==> src/rtl/stg_if_pkg.sv <==
// Shared sizes for the fetch stage; STG_IF_PREFETCH_EN selects a 2-deep
// prefetch buffer, otherwise a single-entry buffer.
package stg_if_pkg;

    localparam int SIZE_ADDR = 16;
    localparam int SIZE_DATA = 32;

`ifdef STG_IF_PREFETCH_EN
    localparam int IF_FIFO_DEPTH = 2;
`else
    localparam int IF_FIFO_DEPTH = 1;
`endif

    localparam int IF_CNT_W = $clog2(IF_FIFO_DEPTH + 1);

    typedef struct packed {
        logic [SIZE_ADDR-1:0] pc;
        logic [SIZE_DATA-1:0] instr;
    } if_entry_t;

endpackage

==> src/rtl/stg_if_fifo.sv <==
// Small circular FIFO holding fetched {pc, instr} pairs; synchronous clear
// empties it in one cycle and takes priority over push/pop.
module stg_if_fifo #(
    parameter  int DEPTH = 2,
    parameter  int WIDTH = 8,
    localparam int CNT_W = $clog2(DEPTH + 1)
) (
    input  logic             iw_clk,
    input  logic             iw_rst,
    input  logic             iw_push,
    input  logic [WIDTH-1:0] iw_data,
    input  logic             iw_pop,
    input  logic             iw_clear,
    output logic [WIDTH-1:0] ow_head,
    output logic [CNT_W-1:0] ow_count
);

    localparam int PTR_W = (DEPTH > 1) ? $clog2(DEPTH) : 1;

    logic [WIDTH-1:0] r_mem [DEPTH];
    logic [PTR_W-1:0] r_wr_ptr;
    logic [PTR_W-1:0] r_rd_ptr;
    logic [CNT_W-1:0] r_count;
    logic             w_do_push;
    logic             w_do_pop;

    function automatic logic [PTR_W-1:0] ptr_inc(input logic [PTR_W-1:0] p);
        return (p == PTR_W'(DEPTH - 1)) ? '0 : p + PTR_W'(1);
    endfunction

    assign w_do_pop  = iw_pop && (r_count != '0);
    assign w_do_push = iw_push && ((r_count != CNT_W'(DEPTH)) || w_do_pop);

    always_ff @(posedge iw_clk or posedge iw_rst) begin
        if (iw_rst) begin
            r_wr_ptr <= '0;
            r_rd_ptr <= '0;
            r_count  <= '0;
        end else if (iw_clear) begin
            r_wr_ptr <= '0;
            r_rd_ptr <= '0;
            r_count  <= '0;
        end else begin
            if (w_do_push) r_wr_ptr <= ptr_inc(r_wr_ptr);
            if (w_do_pop)  r_rd_ptr <= ptr_inc(r_rd_ptr);
            if (w_do_push && !w_do_pop)      r_count <= r_count + CNT_W'(1);
            else if (!w_do_push && w_do_pop) r_count <= r_count - CNT_W'(1);
        end
    end

    // NOTE: storage has no reset; the count guards every read, so stale contents are never consumed.
    always_ff @(posedge iw_clk) begin
        if (w_do_push && !iw_clear) r_mem[r_wr_ptr] <= iw_data;
    end

    assign ow_head  = r_mem[r_rd_ptr];
    assign ow_count = r_count;

endmodule

==> src/rtl/stg_if.sv <==
// Instruction-fetch stage: one outstanding imem request, prefetch buffer, ID output latch.
// Define STG_IF_PREFETCH_EN for back-to-back fetch into a 2-deep buffer.
module stg_if
    import stg_if_pkg::*;
(
    input  logic                 iw_clk,
    input  logic                 iw_rst,
    input  logic                 iw_redirect,
    input  logic [SIZE_ADDR-1:0] iw_redirect_pc,
    input  logic                 iw_stall,
    output logic                 ow_imem_req,
    output logic [SIZE_ADDR-1:0] ow_imem_addr,
    input  logic                 iw_imem_ack,
    input  logic [SIZE_DATA-1:0] iw_imem_data,
    output logic [SIZE_ADDR-1:0] ow_pc,
    output logic [SIZE_DATA-1:0] ow_instr,
    output logic                 ow_valid
);

    localparam logic [1:0] ST_IDLE  = 2'd0;
    localparam logic [1:0] ST_RUN   = 2'd1;
    localparam logic [1:0] ST_DRAIN = 2'd2;

    typedef enum logic [1:0] {
        S_IDLE  = ST_IDLE,
        S_RUN   = ST_RUN,
        S_DRAIN = ST_DRAIN
    } state_t;

    localparam int LVL_W = IF_CNT_W + 1;

    state_t               r_state;
    state_t               w_state_nxt;
    logic [SIZE_ADDR-1:0] r_fpc;
    logic [SIZE_ADDR-1:0] r_req_pc;
    logic                 r_outstanding;
    logic                 w_ack_hit;
    logic                 w_push;
    logic                 w_pop;
    logic                 w_slot_ok;
    logic                 w_issue;
    logic [LVL_W-1:0]     w_level;
    logic [IF_CNT_W-1:0]  w_fifo_count;
    if_entry_t            w_fifo_in;
    if_entry_t            w_fifo_head;

    // Only acks for a live request in RUN are kept; DRAIN means the outstanding one is stale.
    assign w_ack_hit = iw_imem_ack && r_outstanding;
    assign w_push    = w_ack_hit && (r_state == S_RUN) && !iw_redirect;
    assign w_pop     = !iw_stall && !iw_redirect && (w_fifo_count != '0);

    assign w_level = LVL_W'(w_fifo_count)
                   + LVL_W'(r_outstanding && !iw_imem_ack)
                   + LVL_W'(w_push)
                   - LVL_W'(w_pop);

`ifdef STG_IF_PREFETCH_EN
    assign w_slot_ok = !r_outstanding || w_ack_hit;
`else
    assign w_slot_ok = !r_outstanding && !iw_imem_ack;
`endif

    assign w_issue = (r_state == S_RUN) && !iw_redirect && w_slot_ok
                  && (w_level < LVL_W'(IF_FIFO_DEPTH));

    assign ow_imem_req  = w_issue;
    assign ow_imem_addr = w_issue ? r_fpc : '0;

    // NOTE: next-state defaults to the current state first, so no path can infer a latch.
    always_comb begin
        w_state_nxt = r_state;
        unique case (r_state)
            S_IDLE:  w_state_nxt = S_RUN;
            S_RUN:   if (iw_redirect && r_outstanding && !iw_imem_ack) w_state_nxt = S_DRAIN;
            S_DRAIN: if (iw_imem_ack) w_state_nxt = S_RUN;
            default: w_state_nxt = S_IDLE;
        endcase
    end

    // NOTE: non-blocking assignments so every register samples pre-edge values.
    always_ff @(posedge iw_clk or posedge iw_rst) begin
        if (iw_rst) begin
            r_state       <= S_IDLE;
            r_fpc         <= '0;
            r_req_pc      <= '0;
            r_outstanding <= 1'b0;
        end else begin
            r_state <= w_state_nxt;
            if (iw_redirect)  r_fpc <= iw_redirect_pc;
            else if (w_issue) r_fpc <= r_fpc + SIZE_ADDR'(1);
            if (w_issue) begin
                r_outstanding <= 1'b1;
                r_req_pc      <= r_fpc;
            end else if (iw_imem_ack) begin
                r_outstanding <= 1'b0;
            end
        end
    end

    assign w_fifo_in = '{pc: r_req_pc, instr: iw_imem_data};

    stg_if_fifo #(
        .DEPTH (IF_FIFO_DEPTH),
        .WIDTH ($bits(if_entry_t))
    ) u_fifo (
        .iw_clk   (iw_clk),
        .iw_rst   (iw_rst),
        .iw_push  (w_push),
        .iw_data  (w_fifo_in),
        .iw_pop   (w_pop),
        .iw_clear (iw_redirect),
        .ow_head  (w_fifo_head),
        .ow_count (w_fifo_count)
    );

    // Redirect forces a bubble even under stall so ID never sees the old stream.
    always_ff @(posedge iw_clk or posedge iw_rst) begin
        if (iw_rst) begin
            ow_pc    <= '0;
            ow_instr <= '0;
            ow_valid <= 1'b0;
        end else if (iw_redirect || !iw_stall) begin
            if (w_pop) begin
                ow_pc    <= w_fifo_head.pc;
                ow_instr <= w_fifo_head.instr;
                ow_valid <= 1'b1;
            end else begin
                ow_pc    <= '0;
                ow_instr <= '0;
                ow_valid <= 1'b0;
            end
        end
    end

endmodule

==> config.mk <==
export PLATFORM = sky130hd
export DESIGN_NAME = stg_if
export DESIGN_NICKNAME = d
export VERILOG_FILES = /design/src/rtl/stg_if_pkg.sv /design/src/rtl/stg_if_fifo.sv /design/src/rtl/stg_if.sv
export SDC_FILE = /design/constraint.sdc
export NUM_CORES = 1
export LEC_CHECK = 0
export ABC_AREA = 1
export CELL_PAD_IN_SITES_DETAIL_PLACEMENT = 2
export CELL_PAD_IN_SITES_GLOBAL_PLACEMENT = 2
export CORE_UTILIZATION = 31
export DETAILED_ROUTE_END_ITERATION = 8
export GPL_ROUTABILITY_DRIVEN = 0
export PLACE_DENSITY_LB_ADDON = 0.1
export SYNTH_ARGS = -nofsm -noshare
export SYNTH_HDL_FRONTEND = slang
export SYNTH_SLANG_ARGS = --single-unit
==> constraint.sdc <==
create_clock -name iw_clk -period 3.6 [get_ports iw_clk]
set_input_delay 0.36 -clock iw_clk [delete_from_list [all_inputs] [get_ports iw_clk]]
set_output_delay 0.36 -clock iw_clk [all_outputs]
set_load 0.05 [all_outputs]
# --- Word-level counts from Yosys, hierarchy flattened ---
# Memories as Yosys holds them, arrays and structs flattened.
# Index checks and enable logic that the tools add are counted.
word_totals:
  register_bits: 85
  ram_bits: 48
  in_bits: 53
  out_inout_bits: 66
  word_cells: 67
  n_memories: 1
op_classes:
  addsub: 6
  magnitude_cmp: 1
  n_eq_ne: 4
  mux: 16
  n_bitwise: 1
  reduce_logical: 30
mem_list:
  columns: ["name", "words", "word_bits", "rd", "rd_clocked_by_memory_dff", "wr", "line_no", "source"]
  rows:
  - ["u_fifo.r_mem", 1, 48, 1, 0, 1, "stg_if_fifo.sv:20", "logic [WIDTH-1:0] r_mem [DEPTH];"]
op_table:
  columns: ["operator", "n"]
  rows:
  - ["16-bit 2-to-1 mux", 4]
  - ["32-bit 2-to-1 mux", 1]
  - ["1-bit logical AND", 17]
  - ["16-bit by 1-bit adder with 16-bit output, second input constant", 1]
  - ["1-bit 2-to-1 mux", 8]
  - ["1-bit logical NOT", 6]
  - ["2-bit one-hot mux with 3 select lines", 1]
  - ["2-bit 2-to-1 mux", 2]
  - ["2-bit nonzero test", 2]
  - ["3-bit nonzero test", 1]
  - ["1-bit by 1-bit adder with 2-bit output", 1]
  - ["2-bit by 1-bit adder with 2-bit output", 1]
  - ["2-bit by 1-bit == test with 1-bit output, second input constant", 1]
  - ["2-bit == test, second input constant", 1]
  - ["2-bit logical NOT", 1]
  - ["1-bit logical OR", 2]
  - ["2-bit by 1-bit less-than comparator with 1-bit output, second input constant", 1]
  - ["2-bit by 1-bit != test with 1-bit output, second input constant", 1]
  - ["2-bit != test, second input constant", 1]
  - ["2-bit AND reduction", 1]
  - ["2-bit by 1-bit subtractor with 2-bit output", 1]
  - ["1-bit adder, second input constant", 1]
  - ["1-bit inverter", 1]
  - ["1-bit subtractor, second input constant", 1]

# --- Longest topological paths before layout ---
# Gate-level depths: netlist of run 1.
logic_depth:
  depth_word: 11
  mapped_depth: 13
  depth_no_buf: 12

# --- By module ---
# A second synthesis of run 1 with hierarchy kept.
unflattened:
  cells_unflattened: 458
  area_unflattened_um2: 5275.1
by_module_without_submodules:
  columns: ["mod", "n_inst", "cells_per_inst", "area_per_inst_um2", "seq_area_each_um2"]
  rows:
  - ["stg_if", 1, 402, 3776.1, 2102.0]
  - ["stg_if_fifo", 1, 56, 1498.9, 1466.4]

# --- Least setup slack after synthesis of run 1 ---
# OpenSTA, ideal clock, no wires.
synth_path:
  path_type: "input port to flip-flop"
  from: "in iw_stall"
  to: "mem u_fifo.r_mem[0][0] (netlist bit) (enable)"
  setup_ps: 454
  arrival_ps: 2986
  required_time_ps: 3146
  setup_slack_ps: 160
  path_stages: 5
  n_path_buf: 2
  path_cell_list: "clkbuf_1 -> nor2_1 -> buf_2 -> nor2_1 -> nor2_1"
synth_via:
  elab_chain_cells: 9
synth_rtl:
  columns: ["item", "line_no", "source"]
  rows:
  - ["from (decl)", "stg_if.sv:10", "input logic iw_stall,"]
  - ["1-bit logical NOT", "stg_if.sv:50", "assign w_pop = !iw_stall && !iw_redirect && (w_fifo_count != '0);"]
  - ["1-bit logical AND (2 in series)", "stg_if.sv:50", null]
  - ["1-bit logical AND", "stg_if_fifo.sv:31", "assign w_do_pop = iw_pop && (r_count != '0);"]
  - ["1-bit logical OR", "stg_if_fifo.sv:32", "assign w_do_push = iw_push && ((r_count != CNT_W'(DEPTH)) || w_do_pop);"]
  - ["1-bit logical AND", "stg_if_fifo.sv:32", null]
  - ["1-bit logical AND", "stg_if_fifo.sv:53", "if (w_do_push && !iw_clear) r_mem[r_wr_ptr] <= iw_data;"]
  - ["1-bit 2-to-1 mux", "stg_if_fifo.sv:53", null]
  - ["1-bit 2-to-1 mux (implied by the code)", "stg_if_fifo.sv:53", null]
  - ["to (decl)", "stg_if_fifo.sv:20", null]
# No other way between the ends.

# --- Worst setup path in the final report of run 1 ---
layout_path:
  from: "in iw_redirect"
  to: "out ow_imem_addr[9]"
layout_via:
  elab_chain_cells: 7
  word_cells_on_any_way: 11
  classes_between: "add/sub (2); order compare (1); mux (1); reduce/logical (7)"
layout_rtl:
  columns: ["item", "line_no", "source"]
  rows:
  - ["from (decl)", "stg_if.sv:8", "input logic iw_redirect,"]
  - ["1-bit logical NOT *", "stg_if.sv:49, stg_if.sv:50, stg_if.sv:63", null]
  - ["1-bit logical AND, on equally long branches", "stg_if.sv:49, stg_if.sv:50", null]
  - ["2-bit by 1-bit adder with 2-bit output / 1-bit logical AND (equally long branches)", "stg_if.sv:54, stg_if.sv:50", null]
  - ["2-bit by 1-bit subtractor with 2-bit output", "stg_if.sv:55", "- LVL_W'(w_pop);"]
  - ["2-bit by 1-bit less-than comparator with 1-bit output", "stg_if.sv:64", "&& (w_level < LVL_W'(IF_FIFO_DEPTH));"]
  - ["1-bit logical AND *", "stg_if.sv:64", null]
  - ["16-bit 2-to-1 mux *", "stg_if.sv:67", "assign ow_imem_addr = w_issue ? r_fpc : '0;"]
  - ["to (decl)", "stg_if.sv:12", "output logic [SIZE_ADDR-1:0] ow_imem_addr,"]
# Every way passes the cells marked *; elsewhere a longest branch is shown, timed or not.

==> flow_summary.yaml, run 1 <==
route:
  vias: 4366
  first_iter_violations: 187
  ant_nets: 0
  drt-wirelength-per-cell_um: 18.00
  first_pass_iters: 4
  wirelength_um: 16360
  vias_per_cell: 4.803
  route.detailed.drc: 0
clock_tree:
  cts_tree: "built"
  hold_buffers: 0
  post_cts_buffers: 0
  clk_latency_ps: 420
  cts_resized: 0
  path_clk_slew_ps: 60
  cts_buffers: 17
  cts_max_level: 4
  clk_path_buf_depth: 2
  cts-root-buf: "clkbuf_16"
  cts_sinks: 133
grt:
  antenna_found_initial: 0
  grt_use_total: 0.1919
  grt_pass1_vias: 4923
  grt_max_degree: 51
  grt_pass1_wl_um: 26320
  grt_use_met2: 0.3371
  met1_usage: 0.2370
  grt_use_met3: 0.03378
  busiest_layer: "met2"
  overflow: 0
power:
  cellPowerDensity_nw_per_um2: 581.1
  swShare: 0.2794
  p_clk_frac: 0.408
  p_leak_nw: 3.464
  total_power_mw: 4.457
  p_sw_mw: 1.245
  ir_drop_mv: 0.3669
  internal-power_mw: 3.212
  pwr-share-comb: 0.169
  sequentialPowerShare: 0.423
floorplanning:
  start_util: 0.3171
  rows: 48
  die_height_um: 135.0
  fp.coreArea_um2: 17300
  die-width_um: 135.0
  die_area_um2: 18230
  ios: 119
finish:
  final_cell_mix: "140 x nand2_1, 138 x nand3_1, 100 x clkdlybuf4s50_1"
  final_common_cell: "nand2_1"
  final_nets: 726
  area_growth_pct: 39.86
  drive_gt1_frac: 0.1111
  diodes: 0
timing:
  min_period_over_period: 0.8981
  setup_tns_ps: 0
  grt_setup_unrepaired: "false"
  slew_headroom: 0.4318
  setup_ws_ps: 366.9
  final_hold_viol_count: 0
  slew_violations: 0
  tightest_slew_ps: 852.3
  hold_ws_ps: 399.1
  setup_viol_count_final: 0
  min_period_ps: 3233
  clock_skew_ps: 6.145
  timing.fmax_mhz: 309.3
synthesis:
  synth_area_um2: 5484
  ys_ff_latch: 133
  synth_area_per_cell_um2: 9.881
  syn_inst: 555
  synth_warnings: 0
  synth.net_count: 610
  synth.distinct_cells: 26
  ys_seq_area_frac: 0.6507
hold_path:
  hp-class: "input pin to asynchronous set/reset pin"
critical_path:
  critPathKind: "input pin to output port"
  cp.required_ps: 3240
  cp_max_fo: 17
  setup.worst_path.start_class: "input pin"
  cp.arrival_ps: 2870
  crit_path_end_kind: "output port"
  r2r_setup_slack_ps: 910
job:
  drv_cap: 0
outcome:
  status: "completed"
placement:
  dp_hpwl_um: 10830
  dp_slack_ps: 323.5
  port_buffers: 118
-- sequential cells by signal, summed over array words and instances (netlist names) --
name / count
r_req_pc: 16
u_fifo.ow_count: 1
r_fpc: 16
ow_instr: 32
r_outstanding: 1
ow_valid: 1
u_fifo.r_mem: 48
ow_pc: 16
r_state: 2
-- layer usage --
layer	part of all wire	routed length, um
met4	0.013	217
met2	0.50	8255
met3	0.040	649
met5	0	0
met1	0.44	7236
-- final timing paths --
path / start / to / depth (start not counted)
worst max-delay path: iw_redirect / ow_imem_addr[9] / 9
worst min-delay path: iw_rst / r_state[0]$_DFFE_PP0P_ / 2
worst max register to register: r_state[1]$_DFFE_PP0P_ / r_fpc[15]$_DFFE_PP0P_ / 13
worst min register to register: r_req_pc[11]$_DFFE_PP0P_ / u_fifo.r_mem[0][43]$_DFFE_PP_ / 0
max in group asynchronous: iw_rst / ow_instr[2]$_DFFE_PP0P_ / 3
min in group iw_clk: r_req_pc[11]$_DFFE_PP0P_ / u_fifo.r_mem[0][43]$_DFFE_PP_ / 0
-- kinds of logic (layout without fill, tap and decap cells) --
kind of cell	after synthesis	after routing	share of synthesized area
DFF	133	133	0.6507
xor gates and xnor gates	1	1	0.001597
and+or+nand+nor	326	326	0.2647
adders and majority gates	2	2	0.005932
buffers and inverters	70	199	0.05567
AOI/OAI and AO/OA	23	23	0.02145
-- cell usage after synthesis --
library cell  count  area share
nand2_1         140       0.096
nand3_1         138        0.13
dfrtp_1          85        0.39
edfxtp_1         48        0.26
nor2_1           35       0.024
inv_1            29       0.020
o21ai_1          20       0.018
buf_2            16       0.015
clkbuf_1          7      0.0048
clkinv_1          6      0.0041
buf_1             5      0.0034
nand4_1           4      0.0046
inv_2             3      0.0021
nor2_2            3      0.0034
buf_4             2      0.0027
buf_6             2      0.0041
nand2_2           2      0.0023
o21ai_0           2      0.0018
fa_1              1      0.0037
ha_1              1      0.0023
nand3_2           1      0.0018
nor2_4            1      0.0021
nor2_8            1      0.0037
o211ai_1          1      0.0014
or2_2             1      0.0011
xor2_1            1      0.0016
-- critical path: stages --
cell,delay [ps]
clkdlybuf4s50_1,540
nor2_4,190
nand3_1,170
inv_1,120
fa_1,430
nor2_2,160
nand3_2,360
nor2_1,350
buf_12,180
-- through the flow --
stage	std cells	utilization	area (um^2)
floorplan	555	-	5484
global placement	877	0.4076	7049
detailed placement	877	0.4076	7049
CTS	909	0.4434	7670
global route	909	0.4434	7670
finish	909	0.4434	7670
-- layout make-up --
class                           count  area (um^2)
Fill cell                        1827         9627
Sequential cell                   133         3570
Multi-Input combinational cell    352         1625
Timing Repair Buffer              129         1429
Clock buffer                       23        498.0
Tap cell                          225        281.5
Inverter                           38        143.9
Clock inverter                      9        122.6
-- power by group through the flow --
stage	Combinational, mW	Sequential [mW]	Clock, mW
after floorplan	0.419	1.92	0
after global placement	0.738	1.90	0
after detailed placement	0.759	1.91	0
after CTS	0.771	1.89	1.86
after global routing	0.832	1.91	1.92
final	0.751	1.89	1.82
Power figures use the tool's default switching activity.
==> inputs of run 2 (changes only) <==
--- a/config.mk
+++ b/config.mk
@@ -8,6 +8,7 @@
 export ABC_AREA = 1
 export CELL_PAD_IN_SITES_DETAIL_PLACEMENT = 2
 export CELL_PAD_IN_SITES_GLOBAL_PLACEMENT = 2
+export CORE_ASPECT_RATIO = 1.75
 export CORE_UTILIZATION = 31
 export DETAILED_ROUTE_END_ITERATION = 8
 export GPL_ROUTABILITY_DRIVEN = 0
==> run 2 against run 1 <==
Compared with the run above: critical path depth stayed put; combinational power fell by 0.9%; clock power is essentially flat; die area up 0.11%; clock skew grew 0.93 ps; power decreased by 0.38%; routed wire length shrank 0.83%; first-iteration DRC count is 2.7% lower; worst setup slack got worse by 32 ps; final cell count up 0.77%; sequential power barely moved; register-to-register slack lost 60 ps; critical path type unchanged.
==> flow_summary.yaml, run 2 (synthesized netlist as in run 1, its figures left out) <==
outcome:
  status: "completed"
finish:
  final_util: 0.4425
  largest_register: "u_fifo.r_mem"
  area_growth_pct: 40.22
  final_common_cell: "nand2_1"
  fill_cells: 1876
  diodes: 0
  final_nets: 727
  largest_reg_flops: 48
  largestRegisters: "u_fifo.r_mem x48, ow_instr x32"
  fin_cells: 916
  drive_gt1_frac: 0.1095
  final_cell_mix: "140 x nand2_1, 138 x nand3_1, 100 x clkdlybuf4s50_1"
power:
  internal-power_mw: 3.188
  cellPowerDensity_nw_per_um2: 577.4
  p_sw_mw: 1.253
  sequentialPowerShare: 0.424
  pwr-share-comb: 0.167
  swShare: 0.2821
  p_leak_nw: 3.448
  p_clk_frac: 0.409
  ir_drop_mv: 0.2453
timing:
  setup_viol_count_final: 0
  min_period_over_period: 0.9070
  grt_setup_unrepaired: "false"
  clock_skew_ps: 7.072
  min_period_ps: 3265
  final_hold_viol_count: 0
  slew_headroom: 0.4979
  slew_violations: 0
  timing.fmax_mhz: 306.3
  setup_tns_ps: 0
  tightest_slew_ps: 753.1
clock_tree:
  cts_sinks: 133
  hold_buffers: 0
  clk_path_buf_depth: 2
  clk_latency_ps: 420
  cts-root-buf: "clkbuf_16"
  post_cts_buffers: 0
  cts_max_level: 4
  path_clk_slew_ps: 60
  cts_buffers: 17
  cts_tree: "built"
  cts_resized: 0
route:
  vias_per_cell: 4.845
  route.detailed.drc: 0
  ant_nets: 0
  dr_wl_met3_um: 507
  wl_met2_um: 9207
  wirelength_um: 16220
  first_iter_violations: 182
  first_pass_iters: 4
  wl_met1_um: 6185
  top_layer: "met4"
  vias: 4438
  drt-wirelength-per-cell_um: 17.71
grt:
  overflow: 0
  grt_use_total: 0.1934
  grt_pass1_vias: 5002
  grt_pass1_wl_um: 26050
  grt_max_degree: 51
  antenna_found_initial: 0
critical_path:
  crit_slowest_cell: "clkdlybuf4s50_1"
  crit_path_end_kind: "output port"
  setup.worst_path.start_class: "input pin"
  cp.required_ps: 3240
  cp.arrival_ps: 2910
  critPathMaxStageDelay_ps: 560
  crit_path_cell_trace: "clkdlybuf4s50_1, nor2_4, nand3_1, inv_1, fa_1, nor2_2, nand3_2, nor2_1, buf_12"
  critPathKind: "input pin to output port"
  cp_max_fo: 20
placement:
  port_buffers: 118
  place_inst: 884
  dp_hpwl_um: 11040
hold_path:
  hp-class: "input pin to asynchronous set/reset pin"
floorplanning:
  die-width_um: 102.5
  ios: 119
  fp.coreArea_um2: 17380
  rows: 64
  start_util: 0.3156
  die_height_um: 178.0
  die_area_um2: 18250
job:
  drv_cap: 0
run 2: final cells by class:
class                   count  area [um^2]  area share
well taps                 231        289.0     0.03759
inverters                  38        143.9     0.01871
repair buffers            130         1449      0.1884
multi-input cells         352         1625      0.2114
flip-flops and latches    133         3570      0.4642
clock inverters            15        187.7     0.02441
clock buffers              17        425.4     0.05532
run 2: path summary, 6_finish.rpt:
path	start	to	slack (ps)	cells after the start
max	iw_redirect	ow_imem_addr[1]	330	9
min	iw_rst	ow_pc[11]$_DFFE_PP0P_	360	2
max reg2reg	r_state[1]$_DFFE_PP0P_	r_fpc[15]$_DFFE_PP0P_	850	13
min reg2reg	r_req_pc[11]$_DFFE_PP0P_	u_fifo.r_mem[0][43]$_DFFE_PP_	450	0
max in group asynchronous	iw_rst	ow_instr[9]$_DFFE_PP0P_	2510	3
min in group iw_clk	r_req_pc[11]$_DFFE_PP0P_	u_fifo.r_mem[0][43]$_DFFE_PP_	450	0
run 2: per-layer routing:
| layer | vias up | global-route usage |
|---|---|---|
| met2 | 89 | 0.3617 |
| li1 | 2077 | - |
| met1 | 2252 | 0.2038 |
| met4 | 0 | 0.07917 |
| met5 | - | 0 |
| met3 | 20 | 0.03978 |
run 2: critical path: cells and delay by family:
family,cells,cell delay [ps]
AND/OR/NAND/NOR,5,1250
buffers and inverters,3,860
adder cells (fa/ha/maj),1,430
run 2: power groups by stage:
stage                     logic (mW)  clock network (mW)  registers [mW]
after CTS                      0.764                1.87            1.88
after floorplan                0.419                   0            1.92
after global routing           0.825                1.93            1.90
after detailed placement       0.756                   0            1.91
after global placement         0.733                   0            1.90
final                          0.744                1.82            1.88
run 2: per-stage QoR:
stage / setup WS (ps) / total power, mW / hold WS, ps / area, um^2
after CTS: 275.8 / 4.517 / 381.5 / 7690
after global routing: 109.7 / 4.653 / 397.4 / 7690
after floorplan: 160.1 / 2.336 / 425.3 / 5484
after global placement: 390.6 / 2.633 / 432.8 / 7077
final: 334.8 / 4.440 / 359.0 / 7690
after detailed placement: 299.3 / 2.667 / 435.4 / 7077
==> inputs of run 3 (changes only) <==
--- a/config.mk
+++ b/config.mk
@@ -5,11 +5,10 @@
 export SDC_FILE = /design/constraint.sdc
 export NUM_CORES = 1
 export LEC_CHECK = 0
-export ABC_AREA = 1
 export CELL_PAD_IN_SITES_DETAIL_PLACEMENT = 2
 export CELL_PAD_IN_SITES_GLOBAL_PLACEMENT = 2
 export CORE_ASPECT_RATIO = 1.75
-export CORE_UTILIZATION = 31
+export CORE_UTILIZATION = 33
 export DETAILED_ROUTE_END_ITERATION = 8
 export GPL_ROUTABILITY_DRIVEN = 0
 export PLACE_DENSITY_LB_ADDON = 0.1
==> run 3 against run 2 <==
Compared with the run above: critical endpoint is now ow_imem_addr[8]; flip-flop and latch count unchanged; largest power group unchanged; clock-buffer cell count is 2 higher; register-to-register slack lost 360 ps; critical path type is now flip-flop to output port.
==> flow_summary.yaml, run 3 <==
outcome:
  status: "completed"
finish:
  area_growth_pct: 45.50
  largest_register: "u_fifo.r_mem"
  diodes: 0
  largest_reg_flops: 48
  final_nets: 531
  final_cell_mix: "101 x clkdlybuf4s50_1, 85 x dfrtp_1, 48 x a22o_1, 48 x edfxtp_1"
  fill_cells: 1381
  design_area_um2: 7186
  largestRegisters: "u_fifo.r_mem x48, ow_instr x32"
  fin_cells: 669
  drive_gt1_frac: 0.1472
  final_util: 0.4951
  final_common_cell: "clkdlybuf4s50_1"
route:
  dr_wl_met3_um: 555
  wl_met1_um: 5240
  drt-wirelength-per-cell_um: 20.58
  route.detailed.drc: 0
  vias: 3505
  top_layer: "met4"
  vias_per_cell: 5.239
  wl_met2_um: 7699
  ant_nets: 0
  wirelength_um: 13770
  first_iter_violations: 127
  first_pass_iters: 4
hold_path:
  hp-class: "input pin to asynchronous set/reset pin"
grt:
  grt_use_total: 0.1907
  grt_max_degree: 50
  antenna_found_initial: 0
  grt_pass1_wl_um: 21910
  grt_pass1_vias: 3922
  overflow: 0
critical_path:
  setup.worst_path.start_class: "flip-flop"
  cp.arrival_ps: 3000
  cp.required_ps: 3240
  cp_top_family: "simple AND/OR/NAND/NOR gates"
  critPathMaxStageDelay_ps: 510
  crit_path_end_kind: "output port"
  critPathKind: "flip-flop to output port"
  crit_slowest_cell: "or4b_4"
  r2r_cells: 8
  crit_cells: 8
  cp_max_fo: 7
  crit_path_cell_trace: "nor2b_1, nand4_1, inv_1, fa_1, or4b_4, buf_4, nor4_2, buf_12"
  cp_num_buf_inv: 3
timing:
  tightest_slew_ps: 943.4
  setup_viol_count_final: 0
  clock_skew_ps: 8.886
  min_period_over_period: 0.9345
  slew_violations: 0
  grt_setup_unrepaired: "false"
  min_period_ps: 3364
  hold_ws_ps: 436.3
  final_hold_viol_count: 0
  slew_headroom: 0.3711
  timing.fmax_mhz: 297.3
  setup_tns_ps: 0
  setup_ws_ps: 235.9
power:
  swShare: 0.2666
  internal-power_mw: 3.091
  p_sw_mw: 1.124
  cellPowerDensity_nw_per_um2: 586.6
  sequentialPowerShare: 0.448
  pwr-share-comb: 0.159
  ir_drop_mv: 0.2574
  total_power_mw: 4.215
  p_clk_frac: 0.393
  p_leak_nw: 3.091
floorplanning:
  rows: 58
  ios: 119
  die_height_um: 163.8
  die-width_um: 94.48
  start_util: 0.3403
  fp.coreArea_um2: 14510
  die_area_um2: 15480
synthesis:
  synth.net_count: 395
  ys_ff_latch: 133
  async_reset_ff_frac: 0.6391
  synth_area_per_cell_um2: 14.52
  synth_area_um2: 4938
  synth_top_area_share: 0.4307
  syn_inst: 340
  synth_most_common_cell: "dfrtp_1"
  synth.distinct_cells: 41
  synth_warnings: 0
  synth_area_leaders: "dfrtp_1 43%, edfxtp_1 29%, a22o_1 8.5%"
  synth_edf_count: 48
  ys.flop_type: "dfrtp_1"
  ys_seq_area_frac: 0.7226
  synthTopCellsByCount: "85 x dfrtp_1, 48 x a22o_1, 48 x edfxtp_1, 18 x a21o_1, 17 x clkbuf_1"
  yosys.area.top_type: "dfrtp_1"
clock_tree:
  clk_latency_ps: 400
  cts_resized: 0
  path_clk_slew_ps: 60
  cts_buffers: 17
  cts_tree: "built"
  cts_max_level: 4
  hold_buffers: 0
  post_cts_buffers: 0
  clk_path_buf_depth: 2
  cts-root-buf: "clkbuf_16"
  cts_sinks: 133
placement:
  dp_slack_ps: 172.5
  port_buffers: 118
  placed_cell_area_um2: 6618
  place_inst: 637
  dp_hpwl_um: 9595
job:
  drv_cap: 0
==> run 3: cell types whose count changed after synthesis, sizes merged, moves of 18 or more <==
cell / change
nand3: -133
a21o: +18
buf: -24
nand2: -126
nor2: -30
inv: -24
a22o: +48
==> run 3: logic make-up after synthesis <==
kind of cell | Yosys count | share of synthesized area
xor+xnor | 1 | 0.001774
mux | 3 | 0.006334
compound gates | 100 | 0.1609
flops | 133 | 0.7226
simple gates | 73 | 0.08032
buf+inv | 28 | 0.02153
fa+ha+maj | 2 | 0.006587
==> run 3: layout make-up <==
type,count,area [um^2],area share
multi-input cells,179,1290,0.1795
clock buffers,19,432.9,0.06025
well taps,180,225.2,0.03134
flip-flops and latches,133,3568,0.4966
clock inverters,13,135.1,0.01881
repair buffers,136,1499,0.2086
inverters,9,35.03,0.004876
==> run 3: worst paths after layout <==
kind,start,end,slack [ps]
max in group asynchronous,iw_rst,r_req_pc[5]$_DFFE_PP0P_,2400
worst max-delay path,r_state[1]$_DFFE_PP0P_,ow_imem_addr[8],240
worst min register to register,r_req_pc[14]$_DFFE_PP0P_,u_fifo.r_mem[0][46]$_DFFE_PP_,440
worst max register to register,r_state[1]$_DFFE_PP0P_,r_fpc[14]$_DFFE_PP0P_,490
worst min-delay path,iw_rst,r_state[0]$_DFFE_PP0P_,440
min in group iw_clk,r_req_pc[14]$_DFFE_PP0P_,u_fifo.r_mem[0][46]$_DFFE_PP_,440
==> run 3: power groups by stage <==
| stage | Sequential (mW) | Clock [mW] | Combinational [mW] |
|---|---|---|---|
| after CTS | 1.89 | 1.70 | 0.682 |
| after floorplan | 1.92 | 0 | 0.332 |
| after detailed placement | 1.91 | 0 | 0.673 |
| after global placement | 1.90 | 0 | 0.653 |
| after global routing | 1.91 | 1.77 | 0.720 |
| final | 1.89 | 1.66 | 0.669 |
==> run 3: routing by layer <==
metal	up-vias	global-route usage
met1	1829	0.2122
met3	17	0.04120
met5	-	0
li1	1569	-
met4	0	0.08058
met2	90	0.3445
